==> src/rtl/led_seq_pkg.sv <==
// Shared mode encodings for the LED sequencer and its optional PWM stage.
package led_seq_pkg;

  localparam int MODE_W = 2;

  typedef enum logic [MODE_W-1:0] {
    MODE_OFF    = 2'd0,
    MODE_BOUNCE = 2'd1,
    MODE_CHASE  = 2'd2,
    MODE_BLINK  = 2'd3
  } mode_e;

endpackage

==> src/rtl/led_sequencer_pwm.sv <==
// Free-running PWM counter plus duty compare; built only with LED_SEQ_PWM_EN.
module led_pwm #(
  parameter int PWM_W = 8
) (
  input  logic             clk,
  input  logic             rstn,
  input  logic             enable,
  input  logic [PWM_W-1:0] brightness,
  output logic             pwm_on
);

  logic [PWM_W-1:0] cnt_q, cnt_d;

  always_comb begin
    cnt_d = cnt_q;
    if (enable) cnt_d = cnt_q + PWM_W'(1);
  end

  always_ff @(posedge clk) begin
    if (!rstn) cnt_q <= '0;
    else       cnt_q <= cnt_d;
  end

  // Strict less-than: brightness=0 is fully dark, all-ones is one short of full duty.
  assign pwm_on = (cnt_q < brightness);

endmodule

==> src/rtl/led_sequencer.sv <==
// LED pattern sequencer: prescaled stepping through OFF/BOUNCE/CHASE/BLINK patterns.
// Optional PWM dimming is compiled in when LED_SEQ_PWM_EN is defined.
module led_sequencer
  import led_seq_pkg::*;
#(
  parameter int NUM_LEDS   = 6,
  parameter int PRESCALE_W = 26,
  parameter int PWM_W      = 8
) (
  input  logic                  clk,
  input  logic                  rstn,
  input  logic                  enable,
  input  logic [MODE_W-1:0]     mode,
  input  logic [PRESCALE_W-1:0] step_period,
  input  logic [PWM_W-1:0]      brightness,
  output logic [NUM_LEDS-1:0]   led,
  output logic                  step_pulse
);

  localparam int POS_W = (NUM_LEDS > 1) ? $clog2(NUM_LEDS) : 1;
  localparam logic [POS_W-1:0] POS_LAST   = POS_W'(NUM_LEDS - 1);
  localparam logic [POS_W-1:0] POS_PENULT = POS_W'((NUM_LEDS > 1) ? NUM_LEDS - 2 : 0);

  logic [PRESCALE_W-1:0] presc_q, presc_d;
  logic [POS_W-1:0]      pos_q, pos_d;
  logic                  dir_q, dir_d;
  logic                  phase_q, phase_d;
  mode_e                 mode_prev_q, mode_prev_d;
  logic [NUM_LEDS-1:0]   led_q, led_d;
  logic                  step_pulse_q, step_pulse_d;

  mode_e               mode_in;
  logic                mode_change;
  logic                step;
  logic                pwm_on;
  logic [NUM_LEDS-1:0] pattern;

  assign mode_in     = mode_e'(mode);
  assign mode_change = (mode_in != mode_prev_q);
  // A mode change suppresses any terminal count on the same edge.
  assign step        = enable && !mode_change && (presc_q >= step_period);

`ifdef LED_SEQ_PWM_EN
  led_pwm #(.PWM_W(PWM_W)) u_pwm (
    .clk        (clk),
    .rstn       (rstn),
    .enable     (enable),
    .brightness (brightness),
    .pwm_on     (pwm_on)
  );
`else
  logic unused_brightness;
  assign unused_brightness = ^brightness;
  assign pwm_on = 1'b1;
`endif

  // Pattern comes from registered state, so led trails pos/phase by one clock.
  always_comb begin
    pattern = '0;
    case (mode_prev_q)
      MODE_BOUNCE, MODE_CHASE: pattern = NUM_LEDS'(1) << pos_q;
      MODE_BLINK:              pattern = {NUM_LEDS{phase_q}};
      default:                 pattern = '0;
    endcase
  end

  always_comb begin
    presc_d      = presc_q;
    pos_d        = pos_q;
    dir_d        = dir_q;
    phase_d      = phase_q;
    mode_prev_d  = mode_in;
    step_pulse_d = step;
    led_d        = enable ? (pattern & {NUM_LEDS{pwm_on}}) : '0;

    if (mode_change) begin
      presc_d = '0;
      pos_d   = '0;
      dir_d   = 1'b0;
      phase_d = 1'b0;
    end else if (enable) begin
      if (step) begin
        presc_d = '0;
        case (mode_in)
          MODE_CHASE: begin
            pos_d = (pos_q == POS_LAST) ? '0 : pos_q + POS_W'(1);
          end
          MODE_BOUNCE: begin
            if (NUM_LEDS == 1) begin
              pos_d = '0;
            end else if (!dir_q) begin
              if (pos_q == POS_LAST) begin
                dir_d = 1'b1;
                pos_d = POS_PENULT;
              end else begin
                pos_d = pos_q + POS_W'(1);
              end
            end else begin
              if (pos_q == '0) begin
                dir_d = 1'b0;
                pos_d = POS_W'(1);
              end else begin
                pos_d = pos_q - POS_W'(1);
              end
            end
          end
          MODE_BLINK: phase_d = ~phase_q;
          default: ;
        endcase
      end else begin
        presc_d = presc_q + PRESCALE_W'(1);
      end
    end
  end

  always_ff @(posedge clk) begin
    if (!rstn) begin
      presc_q      <= '0;
      pos_q        <= '0;
      dir_q        <= 1'b0;
      phase_q      <= 1'b0;
      mode_prev_q  <= MODE_OFF;
      led_q        <= '0;
      step_pulse_q <= 1'b0;
    end else begin
      presc_q      <= presc_d;
      pos_q        <= pos_d;
      dir_q        <= dir_d;
      phase_q      <= phase_d;
      mode_prev_q  <= mode_prev_d;
      led_q        <= led_d;
      step_pulse_q <= step_pulse_d;
    end
  end

  assign led        = led_q;
  assign step_pulse = step_pulse_q;

endmodule

==> config.mk <==
export PLATFORM = sky130hd
export DESIGN_NAME = led_sequencer
export DESIGN_NICKNAME = d
export VERILOG_FILES = /design/src/rtl/led_seq_pkg.sv /design/src/rtl/led_sequencer_pwm.sv /design/src/rtl/led_sequencer.sv
export SDC_FILE = /design/constraint.sdc
export NUM_CORES = 1
export LEC_CHECK = 0
export ABC_CLOCK_PERIOD_IN_PS = 2200
export BUFFER_PORTS_ARGS = -buffer_cell sky130_fd_sc_hd__buf_2
export CORE_UTILIZATION = 50
export DETAILED_ROUTE_END_ITERATION = 10
export GPL_TIMING_DRIVEN = 0
export PLACE_DENSITY = 0.79
export SLEW_MARGIN = 30
export SYNTH_ARGS = -nofsm -noshare
export SYNTH_HDL_FRONTEND = slang
export SYNTH_SLANG_ARGS = --single-unit
==> constraint.sdc <==
create_clock -name clk -period 2.2 [get_ports clk]
set_input_delay 0.11 -clock clk [delete_from_list [all_inputs] [get_ports clk]]
set_output_delay 0.11 -clock clk [all_outputs]
set_load 0.005 [all_outputs]
-- After elaboration in Yosys (flattened, before gate mapping)
Cells that the tools add are included.
- word-level logic and storage cells: 43
- flip-flop bits (word level): 40
- output and inout port bits: 7
- input port bits: 39
- add/subtract/negate cells: 3
- reduce and logical (&&, ||, !) cells: 11
- bitwise operators: 2
- shift-type cells: 1
- equality and inequality tests: 8
- order comparisons: 1
- mux-type cells: 10
- operators with widths (kind ; count):
    26-bit by 1-bit adder with 26-bit output, second input constant ; 1
    26-bit greater-or-equal comparator ; 1
    26-bit two-way mux ; 1
    3-bit two-way mux ; 4
    6-bit one-hot mux with 2 select lines ; 1
    3-bit AND reduction ; 3
    2-bit == test, second input constant ; 4
    3-bit one-hot mux with 2 select lines ; 1
    1-bit by 3-bit << shifter with 6-bit output, first input constant ; 1
    2-bit by 1-bit == test with 1-bit output, second input constant ; 2
    2-bit OR reduction ; 2
    3-bit by 1-bit adder with 3-bit output, second input constant ; 1
    3-bit == test, second input constant ; 1
    3-bit zero test ; 1
    1-bit two-way mux ; 3
    3-bit by 1-bit subtractor with 3-bit output, second input constant ; 1
    1-bit logical AND ; 2
    2-bit inequality test ; 1
    1-bit NOT ; 2
    2-bit AND reduction ; 1
    2-bit nonzero test ; 1
    1-bit zero test ; 1

-- Longest topological paths before layout
- depth in word-level cells: 5
- mapped depth: 10
- gate-level depth less buffers: 9

-- Worst setup path after synthesis
Ideal clock, no wire load.
- path type: register -> register
- from: register presc_q[11]
- to: register presc_q[16]
- library setup time: 0.064 ns
- arrival: 1.851 ns
- stages on the path, launching flop included: 10
- path buffers: 1
- required time: 2.136 ns
- path slack: 0.285 ns
- clock period less this slack: 1.915 ns
- cell sequence: dfxtp_1 -> ha_1 -> a21oi_1 -> o21ai_1 -> a221oi_1 -> a2bb2oi_1 -> o21a_2 -> nand3_4 -> buf_6 -> nor2_1
- word-level cells in the longest chain between the ends: 3
- elaborated cells between the ends (all ways): 4
- classes of those cells: add/sub (1); order compare (1); mux (1); reduce/logical (1)
- ends and longest elaborated chain (element ; line ; source):
    start: declaration ; led_sequencer.sv:24 ; logic [PRESCALE_W-1:0] presc_q, presc_d;
    start signal: assignment ; led_sequencer.sv:126 ; presc_q <= presc_d;
    26-bit greater-or-equal comparator ; led_sequencer.sv:41 ; assign step = enable && !mode_change && (presc_q >= step_period);
    1-bit logical AND ; led_sequencer.sv:41 ;
    26-bit two-way mux (*) ; led_sequencer.sv:82 ; if (step) begin
Mark *: on every way between the ends. The rest lies on a longest branch, timed or not.
A chain may end at the register's enable or synchronous reset.

-- Final worst setup path
- from: register presc_q[13]
- to: register presc_q[17]
Same word-level chain as after synthesis.

==> out/results.tsv <==
metric	value	unit
Cell Rows	25	
Post-synth EDFFs	0	
CTS Hold Bufs	0	
FF-to-FF Start	presc_q[13]	
HP Start	enable	
port bufs	36	
Yosys reg bits	40	
later-pin clock latency in the skew report	0.29	ns
DR vias/cell	4.974	
smallest hold slack	0.09328	ns
drt pass-1 iters	5	
post-synthesis cell count	303	
clk slew on worst S/H paths	0.08	ns
commonest non-fill, non-tap cell in the layout	inv_1	
largest net degree at the start of global routing	12	
worst reg-to-reg path cell count	9	
fraction of registers with async set/reset	0	
R2R Setup Slk	0.11	ns
Congestion Overflow GR	0	
Final Hold Fails	0	
I/O pin total	46	
Area contributors post-synth	dfxtp_1 (32%), ha_1 (17%), xor2_1 (5.9%)	
Ys Warns	0	
hold path cells	3	
Worst Skew	0.005634	ns
layout cells sized above 1	0.2244	
Detailed Route WL	4664	um
Yosys top cell area share	0.3176	
CTS tree	yes	
nets@finish	425	
Final Setup Violations	0	
Synth Flop Type	dfxtp_1	
first-pass GRT wire length	7769	um
die area	5330	um^2
Post-DRT Antenna Nets	0	
most frequent cells in the layout	inv_1 (38), buf_2 (36), ha_1 (34)	
Residual DRC	0	
achievable frequency	0.4792	GHz
DR iter-0 viols	110	
core area	4786	um^2
Worst Hold End	presc_q[1]	
Post-Layout Cell Count	419	
Power Dens Cells	454.9	nW/um^2
Mapped Nets	377	
number of buffers created by CTS	5	
initial antenna violation count	0	
Wirelength per Cell	11.13	um
post-synth top area cell	dfxtp_1	
Setup crit start kind	flip-flop	
Peak VDD IR	326.9	uV
Antenna diodes	0	
htree depth	2	
slew margin rel.	0.7919	
RSZ-0062 raised after global routing	yes	
status	complete, no violations	
final cycle utilization of the critical path	0.9486	
DP Cell Count	406	
gpl congestion	0.8314	
Hold Path Class	input port to flip-flop	
Least-Margin Pin Slew	0.3121	ns
fin crit period	2.087	ns
vias in the first global route	1884	
Vias	2084	
Max Slew Vio Count	0	
post-synthesis sequential area ratio	0.3176	
Layout area overhead	18.11	%
filler cell count	435	
FF-to-FF End	presc_q[17]	
Sink Count	40	
clk root buf	clkbuf_8	
Final HPWL DP	3510	um
nature of the critical path endpoint	flip-flop	
count of different cell masters after synthesis	45	
WS Path Type	flip-flop to flip-flop	
Clock Path Buffers	2	
Starting Density	0.5268	
Worst EP arrival	2.31	ns
Pleak	0.001344	uW
Max-cap violations	0	
all-layer global routing usage	0.1863	
Synth Area per Inst	8.321	um^2
worst-path maximum fanout	10	
synthesized area	2521	um^2
Die X	73.01	um
Critical Path RT	2.42	ns
Die Span Y	73.01	um
-- worst max-delay path by stage --
stage / slack, ns / startpoint / end
3_3_place_gp: 0.008 / presc_q[11] / presc_q[25]
6_report: 0.11 / presc_q[13] / presc_q[17]
5_1_grt: -0.03 / presc_q[0] / pos_q[1]
2_1_floorplan: 0.29 / presc_q[11] / presc_q[16]
4_1_cts: 0.02 / presc_q[0] / presc_q[6]
3_5_place_dp: -0.03 / presc_q[11] / presc_q[19]
-- through the flow --
stage | power, uW | worst slack, ns | util | TNS [ns] | area [um^2]
2_1_floorplan | 821.8 | 0.2851 | - | 0 | 2521
3_3_place_gp | 863.4 | 0.007785 | 0.5820 | 0 | 2785
3_5_place_dp | 867.1 | -0.02653 | 0.5820 | -0.2895 | 2785
4_1_cts | 1361 | 0.01566 | 0.6068 | 0 | 2904
5_1_grt | 1405 | -0.03134 | 0.6222 | -0.09919 | 2978
6_report | 1355 | 0.1130 | 0.6222 | 0 | 2978
-- worst max-delay path: stages, from the launching register on --
cell and delay [ns]:
dfxtp_1 0.39, ha_1 0.26, a21oi_1 0.13, o21ai_1 0.10, a221oi_2 0.31, a2bb2oi_2 0.23, o21a_4 0.21, nand3_4 0.12
buf_6 0.17, nor2_1 0.10
-- metal layers --
| layer | track usage | share of wire |
|---|---|---|
| met5 | 0 | 0 |
| met4 | 0.06536 | 0.012 |
| met3 | 0.03315 | 0.027 |
| met2 | 0.3313 | 0.48 |
| met1 | 0.2237 | 0.48 |
-- sequential cells by signal, indices dropped and copies added, names as in the netlist --
register     flops
phase_q          1
dir_q            1
step_pulse       1
presc_q         26
pos_q            3
led              6
mode_prev_q      2
-- where the power goes --
group / switching, uW / internal (uW)
sequential: 3.19 / 727
combinational: 67.9 / 55.7
clock: 245 / 256
-- logic make-up (layout without fill, tap and decap cells) --
logic type	Yosys count	in the layout	synth area share
xor+xnor	26	26	0.09032
buf+inv	43	92	0.07593
simple gates	116	116	0.2377
fa+ha+maj	35	35	0.1737
flops	40	40	0.3176
compound gates	42	42	0.1008
mux	1	1	0.003970
-- layout make-up --
cell class / instances / area, um^2 / share of cell area
plain buffers: 5 / 48.80 / 0.01639
repair buffers: 41 / 217.7 / 0.07311
clock buffers: 8 / 90.09 / 0.03025
multi-input cells: 220 / 1585 / 0.5324
flip-flops and latches: 40 / 809.5 / 0.2718
inverters: 38 / 142.6 / 0.04790
well taps: 67 / 83.83 / 0.02815
-- synth_stat cells (2+ instances only) --
| master | count |
|---|---|
| ha_1 | 35 |
| nand2_1 | 30 |
| a21o_1 | 2 |
| nor3_1 | 2 |
| a21oi_1 | 22 |
| nand4_1 | 6 |
| inv_1 | 38 |
| nand3b_1 | 2 |
| nor2b_1 | 2 |
| nand2b_1 | 3 |
| and2_1 | 5 |
| xnor2_1 | 9 |
| buf_6 | 4 |
| xor2_1 | 17 |
| o21ai_1 | 2 |
| nor2_1 | 33 |
| o221ai_1 | 2 |
| and4_1 | 2 |
| o21ai_0 | 4 |
| nor2_2 | 3 |
| nand3_1 | 13 |
| and3_1 | 5 |
| dfxtp_1 | 40 |
-- timing repair --
item,4_1_cts,5_1_grt
pin swaps,2,5
setup buffers,3,2
resized for setup,1,17
endpoints found under the setup margin,20,28
Power figures use the tool's default switching activity.
